--- config.mk ---
export PLATFORM = sky130hd
export DESIGN_NAME = wt_dcache_mem_req_buf
export DESIGN_NICKNAME = d
export VERILOG_FILES = /design/src/rtl/wt_dcache_mem_req_buf.sv
export SDC_FILE = /design/constraint.sdc
export NUM_CORES = 1
export LEC_CHECK = 0
export ABC_AREA = 1
export BUFFER_PORTS_ARGS = -buffer_cell sky130_fd_sc_hd__buf_2
export CORE_MARGIN = 2
export CORE_UTILIZATION = 29
export DETAILED_ROUTE_END_ITERATION = 12
export PLACE_DENSITY = 0.49
export SLEW_MARGIN = 30
export SYNTH_ARGS = -nofsm -noshare
export SYNTH_HDL_FRONTEND = slang
export SYNTH_SLANG_ARGS = --single-unit
--- constraint.sdc ---
create_clock -name clk_i -period 8.37 [get_ports clk_i]
set_input_delay 0.4185 -clock clk_i [delete_from_list [all_inputs] [get_ports clk_i]]
set_output_delay 0.4185 -clock clk_i [all_outputs]
set_load 0.005 [all_outputs]
--- src/rtl/wt_dcache_mem_req_buf.sv ---
// Purpose : decouples the write-through dcache memory port from the memory adapter.
//           Queues requests in a small FIFO, caps in-flight transactions and holds
//           non-cacheable loads until all earlier traffic has returned.
// Latency : 1 cycle minimum from req_ack_o to out_vld_o (registered storage, no bypass).
// Backpr. : req_ack_o is withheld while the FIFO is full; out_* holds the head entry
//           until out_rdy_i, and issue stalls at MaxOutstanding or on a blocked NC load.
// Ports   : clk_i/rst_ni (sync, active-low); req_* from dcache (vld held until ack);
//           out_* valid/ready toward the adapter; rtrn_vld_i = one completed return;
//           idle_o = nothing queued or outstanding; err_o = sticky return underflow.
module wt_dcache_mem_req_buf #(
  parameter int unsigned Depth          = 4,
  parameter int unsigned PlenWidth      = 56,
  parameter int unsigned TidWidth       = 2,
  parameter int unsigned MaxOutstanding = 4
) (
  input  logic                 clk_i,
  input  logic                 rst_ni,
  input  logic                 req_vld_i,
  output logic                 req_ack_o,
  input  logic [1:0]           req_type_i,
  input  logic                 req_nc_i,
  input  logic [2:0]           req_size_i,
  input  logic [TidWidth-1:0]  req_tid_i,
  input  logic [PlenWidth-1:0] req_paddr_i,
  input  logic [63:0]          req_data_i,
  output logic                 out_vld_o,
  input  logic                 out_rdy_i,
  output logic [1:0]           out_type_o,
  output logic                 out_nc_o,
  output logic [2:0]           out_size_o,
  output logic [TidWidth-1:0]  out_tid_o,
  output logic [PlenWidth-1:0] out_paddr_o,
  output logic [63:0]          out_data_o,
  input  logic                 rtrn_vld_i,
  output logic                 idle_o,
  output logic                 err_o
);

  localparam int unsigned PtrW = $clog2(Depth);
  localparam int unsigned CntW = $clog2(MaxOutstanding + 1);
  localparam logic [1:0]  TypeLoad = 2'd0;

  typedef struct packed {
    logic [1:0]           typ;
    logic                 nc;
    logic [2:0]           size;
    logic [TidWidth-1:0]  tid;
    logic [PlenWidth-1:0] paddr;
    logic [63:0]          data;
  } entry_t;

  entry_t          mem_q [Depth];
  entry_t          mem_d [Depth];
  logic [PtrW-1:0] wr_ptr_q, wr_ptr_d;
  logic [PtrW-1:0] rd_ptr_q, rd_ptr_d;
  logic [PtrW:0]   fifo_cnt_q, fifo_cnt_d;
  logic [CntW-1:0] out_cnt_q, out_cnt_d;
  logic            err_q, err_d;

  entry_t head;
  logic   full, empty, nc_block, push, issue;

  assign head  = mem_q[rd_ptr_q];
  assign full  = (fifo_cnt_q == (PtrW+1)'(Depth));
  assign empty = (fifo_cnt_q == '0);

  // An NC load must observe every earlier transaction complete, so it only
  // leaves the head once the outstanding count has drained to zero.
  assign nc_block = (head.typ == TypeLoad) && head.nc && (out_cnt_q != '0);

  // Outputs are forced quiet while reset is held so the adapter and cache
  // never see a handshake from stale state before the reset edge.
  assign req_ack_o = rst_ni & req_vld_i & ~full;
  assign out_vld_o = rst_ni & ~empty & (out_cnt_q < CntW'(MaxOutstanding)) & ~nc_block;
  assign idle_o    = ~rst_ni | (empty & (out_cnt_q == '0));
  assign err_o     = err_q;

  assign push  = req_ack_o;
  assign issue = out_vld_o & out_rdy_i;

  assign out_type_o  = head.typ;
  assign out_nc_o    = head.nc;
  assign out_size_o  = head.size;
  assign out_tid_o   = head.tid;
  assign out_paddr_o = head.paddr;
  assign out_data_o  = head.data;

  always_comb begin
    mem_d      = mem_q;
    wr_ptr_d   = wr_ptr_q;
    rd_ptr_d   = rd_ptr_q;
    fifo_cnt_d = fifo_cnt_q;
    out_cnt_d  = out_cnt_q;
    err_d      = err_q;

    if (push) begin
      mem_d[wr_ptr_q] = '{typ:   req_type_i,
                          nc:    req_nc_i,
                          size:  req_size_i,
                          tid:   req_tid_i,
                          paddr: req_paddr_i,
                          data:  req_data_i};
      wr_ptr_d = wr_ptr_q + PtrW'(1);
    end
    if (issue) begin
      rd_ptr_d = rd_ptr_q + PtrW'(1);
    end

    case ({push, issue})
      2'b10:   fifo_cnt_d = fifo_cnt_q + (PtrW+1)'(1);
      2'b01:   fifo_cnt_d = fifo_cnt_q - (PtrW+1)'(1);
      default: fifo_cnt_d = fifo_cnt_q;
    endcase

    // A return paired with an issue nets to zero even at count 0; only an
    // unpaired return against an empty count is an underflow.
    case ({issue, rtrn_vld_i})
      2'b10: out_cnt_d = out_cnt_q + CntW'(1);
      2'b01: begin
        if (out_cnt_q == '0) begin
          err_d = 1'b1;
        end else begin
          out_cnt_d = out_cnt_q - CntW'(1);
        end
      end
      default: out_cnt_d = out_cnt_q;
    endcase
  end

  always_ff @(posedge clk_i) begin
    if (!rst_ni) begin
      wr_ptr_q   <= '0;
      rd_ptr_q   <= '0;
      fifo_cnt_q <= '0;
      out_cnt_q  <= '0;
      err_q      <= 1'b0;
    end else begin
      wr_ptr_q   <= wr_ptr_d;
      rd_ptr_q   <= rd_ptr_d;
      fifo_cnt_q <= fifo_cnt_d;
      out_cnt_q  <= out_cnt_d;
      err_q      <= err_d;
    end
  end

  // Payload storage needs no reset: entries are only read once counted valid.
  always_ff @(posedge clk_i) begin
    mem_q <= mem_d;
  end

endmodule

==> results of run 1 <==
-- flip-flops by register name, summed over array words and instances (netlist names) --
register,count
mem_q,512
rd_ptr_q,2
fifo_cnt_q,3
out_cnt_q,3
err_o,1
wr_ptr_q,2
-- final cells by class --
type                    instances  area, sq um  area share, %
flip-flops and latches        523        15600           63.1
clock inverters                37          378           1.53
well taps                     873         1090           4.42
inverters                      25          106          0.430
repair buffers                381         2490           10.1
multi-input cells             720         3550           14.4
diodes                          2         5.00         0.0203
clock buffers                  66         1480           6.00
-- worst max-delay path: cells and delay by family (launching register included) --
| family | cells | cell delay (ns) |
|---|---|---|
| buf+inv | 4 | 2.12 |
| compound gates | 2 | 0.42 |
| flops | 1 | 0.38 |
-- Yosys cell counts, drive strengths merged --
| master | number | area share, % |
|---|---|---|
| nor3 | 1 | 0.026 |
| o21a | 2 | 0.077 |
| dfxtp | 11 | 1.1 |
| edfxtp | 512 | 78 |
| nand4 | 2 | 0.064 |
| fa | 2 | 0.20 |
| a21oi | 9 | 0.23 |
| nand3 | 16 | 0.55 |
| o22ai | 125 | 4.0 |
| a21boi | 1 | 0.038 |
| o21ai | 257 | 6.6 |
| ha | 5 | 0.32 |
| clkbuf | 61 | 1.2 |
| nand2 | 33 | 0.75 |
| inv | 25 | 0.50 |
| buf | 26 | 0.75 |
| nor2 | 267 | 5.2 |
-- cells by family after synthesis --
family                   synth area share, %
flip-flops                              79.6
adder cells (fa/ha/maj)                0.524
AO/OA/AOI/OAI                           10.9
AND/OR/NAND/NOR                         6.54
buffers and inverters                   2.43
-- power by group --
group	switching [mW]	internal [mW]	leakage [nW]	total (mW)
Combinational	0.282	0.171	2.96	0.453
Sequential	0.0163	2.95	4.74	2.97
Clock	1.01	1.48	0.901	2.48
-- worst min-delay path by stage --
stage / slack, ns / cells after the start / from / end
detailed placement: 0.47 / 1 / err_o / err_o
floorplan: 0.46 / 1 / wr_ptr_q[0] / wr_ptr_q[0]
CTS: 0.0003 / 1 / req_paddr_i[5] / mem_q[325]
global placement: 0.45 / 1 / err_o / err_o
global route: 0.003 / 1 / req_paddr_i[23] / mem_q[215]
finish: 0.05 / 1 / req_paddr_i[23] / mem_q[215]
-- stage by stage --
step	util, %	instance area (sq um)
final	36.9	24700
after CTS	36.8	24600
after detailed placement	32.5	21800
after floorplan	-	19600
after global placement	32.5	21800
after global routing	36.9	24700
-- per-layer routing --
metal	vias up	track usage, %	part of all wire [%]
li1	5794	-	-
met1	5983	17.7	44
met2	277	22.3	48
met3	60	3.37	6.0
met4	2	3.27	1.6
met5	-	0	0.027
==> results by group, run 1 <==
Floorplanning
  • Die ar.: about 0.07 sq mm
  • # IOs: between 200 and 300
  • Core area: 0.0670 sq mm
  • Starting Density: ~30%
  • FP Rows: 95
  • Die span in y: between 200 and 300 microns
  • Die W: 264 microns

Worst setup path
  • CP Cell Sequence: inv_8, buf_4, buf_4, o21ai_0, o22ai_1, buf_2
  • Critical path's largest stage delay: around 0.8 ns
  • RR Startpoint: rd_ptr_q[1]
  • CP endpoint kind: output pin
  • Arrival time worst endpoint: 3.62 ns
  • WS Path Type: reg2out
  • CP most frequent cell: buf_4
  • Critical path origin: rd_ptr_q[0]
  • Crit-path max FO: roughly 110
  • Worst R2R Path Depth: 15
  • CP Launch Type: flip-flop
  • Worst R2R End: fifo_cnt_q[2]
  • Reg2reg setup slack: between 4 and 5 ns
  • Crit path capture: out_paddr_o[5]
  • CP max-delay cell: buf_4
  • WP data required: approximately 8 ns

CTS
  • Post-CTS Resized: 0
  • Clock Latency Late Sink: about 0.6 ns
  • Post-CTS setup buffer count: 0
  • TritonCTS buffer count: between 50 and 60
  • CTS Root Cell: clkbuf_16
  • Clock Tree Buf Depth: 3
  • TritonCTS clock tree: done
  • Clock slew at reported path FFs: 0.06 ns
  • Hold buffer count at CTS: 98
  • Clk sinks: between 500 and 600
  • H-tree Lvls: 2

STA
  • Worst-margin pin slew: between 0.9 and 1 ns
  • Hold Worst Slack: ~0.05 ns
  • Fin crit share: about half
  • Hold Vio Cnt, Final: 0
  • Fmax: between 200 and 250 MHz
  • Final min period: roughly 4.0 ns
  • Slew HR: 38.3%
  • Setup-failing EPs final: 0
  • Max-slew violation count: 0
  • Fin worst setup slack: around 4.3 ns
  • Clk_skew: 0.0167 ns
  • Setup Total Neg Slack: 0 ns
  • RSZ-0062 raised after global routing: no

Layout
  • Non-filler cells, final: 2627
  • Most common cell after layout, fill and taps aside: edfxtp_1
  • Most frequent cells in the layout: 512 x edfxtp_1, 264 x buf_2, 260 x nor2_1
  • Fraction of layout cells with a size suffix above 1: about 22%
  • Fill cell count: 6466
  • Nets: 1847
  • P&R area growth vs syn: 26.1%

Synth
  • Syn Inst Count: ~1400
  • Synth warnings: 0
  • Cell variety after synth: 27
  • Syn Nets: roughly 1500
  • Register area share after synthesis: 79.6%
  • Flop and latch count out of synthesis: roughly 520
  • Netlist Area Pre-Place: around 0.020 sq mm
  • Mean Syn Cell Area: ~14 sq um

Placement
  • Placement Setup Slack: 4.33 ns
  • IO buf count: approximately 260
  • Post-Place Cells: ~2400
  • Post-DP HPWL: between 20000 and 30000 microns
  • GPL Wtd Cong: about 0.71

Detailed routing
  • DR vias/cell: about 4.6
  • Vias: between 10000 and 15000
  • Final wirelength: approximately 48000 microns
  • 1st-iter DRT viols: approximately 720
  • Routed Antenna Nets: 0
  • Avg WL per Cell: 18.2 microns
  • DR DRC count: 0
  • First-pass DRT Iterations: 5

Global routing
  • GRT overflow: 0
  • Largest net degree at the start of global routing: ~110
  • Global-route wire length before repair: a little over 70000 microns
  • Initial antenna violation count: 2
  • GRT Total Usage: a little over an eighth
  • Vias in the first global route: 12200

Pwr
  • Maximum VDD drop: around 0.15 mV
  • Pleak: approximately 8.6 nW
  • P per Cell Area: 239 mW/mm^2
  • Total power: just under 6 mW

Run
  • Max-cap violation count: 0

Hold path
  • HP Class: in2reg

Outcome
  • Outcome: completed
(Power assumes the default switching activity.)
==> inputs of run 2 (changes only) <==
--- a/config.mk
+++ b/config.mk
@@ -10,7 +10,7 @@
 export CORE_MARGIN = 2
 export CORE_UTILIZATION = 29
 export DETAILED_ROUTE_END_ITERATION = 12
-export PLACE_DENSITY = 0.49
+export PLACE_DENSITY = 0.5
 export SLEW_MARGIN = 30
 export SYNTH_ARGS = -nofsm -noshare
 export SYNTH_HDL_FRONTEND = slang
==> constraint.sdc (replaced) <==
create_clock -name clk_i -period 3.5 [get_ports clk_i]
set_input_delay 0.175 -clock clk_i [delete_from_list [all_inputs] [get_ports clk_i]]
set_output_delay 0.175 -clock clk_i [all_outputs]
set_load 0.005 [all_outputs]
==> run 2 against run 1 <==
  * Non-clock buffer count increased by 37
  * Total power up 140%
  * Flip-flop and latch count did not move
  * Worst setup slack lost 3.9 ns
  * Highest routed layer is now met4
  * Register-to-register slack worse by 3.9 ns
  * Clock-buffer cell count rose by 5
  * Cell count rose by 1.3%
  * Global-route usage barely moved
  * Utilization grew 0.56 points
  * Largest power group unchanged
  * First-iteration DRC count is 6.4% higher
  * Sequential share of layout area fell by 0.94 points
==> results by group, run 2 (same netlist as run 1, synthesis figures left out) <==
Global routing
  • GRT overflow: 0 (unchanged)
  • Vias in the first global route: 12600 (+3.7%)
  • GRT Total Usage: 13.5% (+0.035 points)
  • Largest net degree at the start of global routing: 126 (+18%)
  • Global-route wire length before repair: 73800 microns (+1.9%)
  • Initial antenna violation count: 1 (-1)

STA
  • Fin crit share: approximately nine tenths
  • Final min period: between 3 and 4 ns
  • Hold Vio Cnt, Final: 0 (unchanged)
  • Fmax: roughly 320 MHz
  • RSZ-0062 raised after global routing: no
  • Max-slew violation count: 0 (unchanged)
  • Slew HR: 35.0% (-3.3 points)
  • Worst-margin pin slew: 0.975 ns (+0.0497 ns)
  • Setup-failing EPs final: 0 (unchanged)
  • Clk_skew: 0.0250 ns (+0.00828 ns)

Floorplanning
  • Core area: 0.0670 sq mm (unchanged)
  • # IOs: 265 (unchanged)
  • Die span in y: 264 microns (unchanged)
  • Die ar.: 0.0696 sq mm (unchanged)
  • Die W: 264 microns (unchanged)
  • FP Rows: 95 (unchanged)
  • Starting Density: 29.2% (unchanged)

Pwr
  • P per Cell Area: 559 mW/mm^2 (+130%)
  • Fraction of power spent switching nets: 21.9% (-0.26 points)
  • Gate power share: 7.9% (+0.2 points)
  • Pleak: 8.75 nW (+1.7%)
  • Maximum VDD drop: 0.393 mV (+160%)
  • P_sw: 3.06 mW (+130%)
  • Sequential share of power: 50.7% (+0.4 points)
  • Clock share of power: 41.4% (-0.7 points)
  • P_int: 11.0 mW (+140%)

Detailed routing
  • Final wirelength: 47800 microns (-0.15%)
  • DR vias/cell: 4.65 (+0.73%)
  • Avg WL per Cell: 18.0 microns (-1.5%)
  • Routed Antenna Nets: 0 (unchanged)
  • DR DRC count: 0 (unchanged)
  • Vias: 12400 (+2.1%)
  • 1st-iter DRT viols: 769 (+6.4%)
  • First-pass DRT Iterations: 5 (unchanged)

Layout
  • Post-layout instance area: 0.0251 sq mm (+1.5%)
  • Nets: 1884 (+2.0%)
  • Fill cell count: 6453 (-0.20%)
  • P&R area growth vs syn: 28.0%
  • Most flop-heavy register: mem_q
  • Biggest regs: mem_q (512), fifo_cnt_q (3), out_cnt_q (3)
  • Final core occ: 37.4% (+0.56 points)
  • Most frequent cells in the layout: 512 x edfxtp_1, 264 x buf_2, 260 x nor2_1
  • Most common cell after layout, fill and taps aside: edfxtp_1
  • Fraction of layout cells with a size suffix above 1: 21.2% (-0.90 points)
  • Largest register FFs: 512 (unchanged)
  • # diodes: 0 (-2)
  • Non-filler cells, final: 2662 (+1.3%)

Placement
  • IO buf count: 264 (unchanged)
  • Post-Place Cells: 2426 (+0.17%)
  • Cell Area, Placed: 0.0219 sq mm (+0.64%)
  • GPL Wtd Cong: 0.705 (-0.97%)
  • Post-DP HPWL: 26500 microns (+2.2%)

CTS
  • CTS Root Cell: clkbuf_16
  • Post-CTS Resized: 0 (unchanged)
  • TritonCTS clock tree: done
  • Clock slew at reported path FFs: 0.06 ns (about the same)
  • Post-CTS setup buffer count: 0 (unchanged)
  • Clk sinks: 523 (unchanged)
  • H-tree Lvls: 2 (unchanged)
  • Clock Latency Late Sink: 0.59 ns (about the same)
  • Clock Tree Buf Depth: 3 (unchanged)
  • TritonCTS buffer count: 56 (unchanged)

Worst setup path
  • Crit-path max FO: 62 (-42%)
  • CP Cell Sequence: buf_4, buf_4, o21ai_0, o22ai_1, buf_2
  • Arrival time worst endpoint: 2.94 ns (-0.68 ns)
  • CP Launch Type: flip-flop
  • CP most frequent cell: buf_4
  • CP endpoint kind: output pin
  • Critical path's largest stage delay: 0.63 ns (-0.17 ns)
  • RR Startpoint: rd_ptr_q[0]
  • Critical path origin: rd_ptr_q[0]
  • WP data required: 3.32 ns (-4.63 ns)
  • CP max-delay cell: dfxtp_4
  • WS Path Type: reg2out

Run
  • Max-cap violation count: 0 (unchanged)

Hold path
  • HP Class: in2reg
  • Hold path startpoint: req_data_i[49]

Outcome
  • Outcome: completed
[run 2: changes by cell type in the layout (fill, tap and decap cells not counted), sizes merged]
| cell | previous run | this run |
|---|---|---|
| clkbuf | 66 | 71 |
| diode | 2 | 0 |
| clkinvlp | 4 | 0 |
| bufinv | 7 | 6 |
| buf | 283 | 285 |
| dlygate4sd3 | 98 | 133 |
[run 2: critical path, delay by kind of cell, from the launching register on]
family | cells | cell delay [ns]
AOI/OAI and AO/OA | 2 | 0.47
buffers and inverters | 3 | 1.17
DFF | 1 | 0.63
[run 2: layout make-up]
cell class / instances / area [sq um] / share of cell area (%)
flip-flops and latches: 523 / 15600 / 62.2
multi-input cells: 720 / 3550 / 14.2
repair buffers: 418 / 2920 / 11.7
clock buffers: 71 / 1500 / 5.98
well taps: 873 / 1090 / 4.35
clock inverters: 32 / 308 / 1.23
inverters: 25 / 106 / 0.424
[run 2: stage by stage]
stage / setup WS [ns] / setup TNS, ns / hold slack, ns / total power [mW]
final: 0.384 / 0 / 0.331 / 14.0
after global routing: 0.146 / 0 / 0.310 / 14.6
after CTS: 0.349 / 0 / 0.276 / 14.2
after detailed placement: 0.791 / 0 / 0.391 / 8.25
after global placement: 0.742 / 0 / 0.386 / 8.23
after floorplan: -1.06 / -544.40 / 0.274 / 7.76
[run 2: final timing paths]
check	slack, ns	depth (start not counted)	endpoint
min reg2reg	0.49	1	err_o
max reg2reg	0.52	16	out_cnt_q[2]
min	0.33	2	mem_q[49]
max	0.38	5	out_paddr_o[1]
[run 2: metal layers]
layer / up-vias / track usage, % / share of wire, %
li1: 5861 / - / -
met1: 6171 / 17.5 / 45
met2: 261 / 22.9 / 49
met3: 74 / 2.66 / 4.6
met4: 0 / 3.96 / 2.2
met5: - / 0 / 0
[run 2: repair_timing]
item	in CTS	in global routing
endpoints found under the hold margin	522	0
setup endpoints to repair	0	0
hold buffers	133	0
[run 2: power by group through the flow]
| stage | registers [mW] | logic, mW | clock network (mW) |
|---|---|---|---|
| 3_3_place_gp | 7.23 | 0.993 | 0 |
| 3_5_place_dp | 7.24 | 1.01 | 0 |
| 2_1_floorplan | 7.24 | 0.520 | 0 |
| 5_1_grt | 7.12 | 1.24 | 6.23 |
| 6_report | 7.10 | 1.11 | 5.80 |
| 4_1_cts | 7.11 | 1.14 | 5.99 |
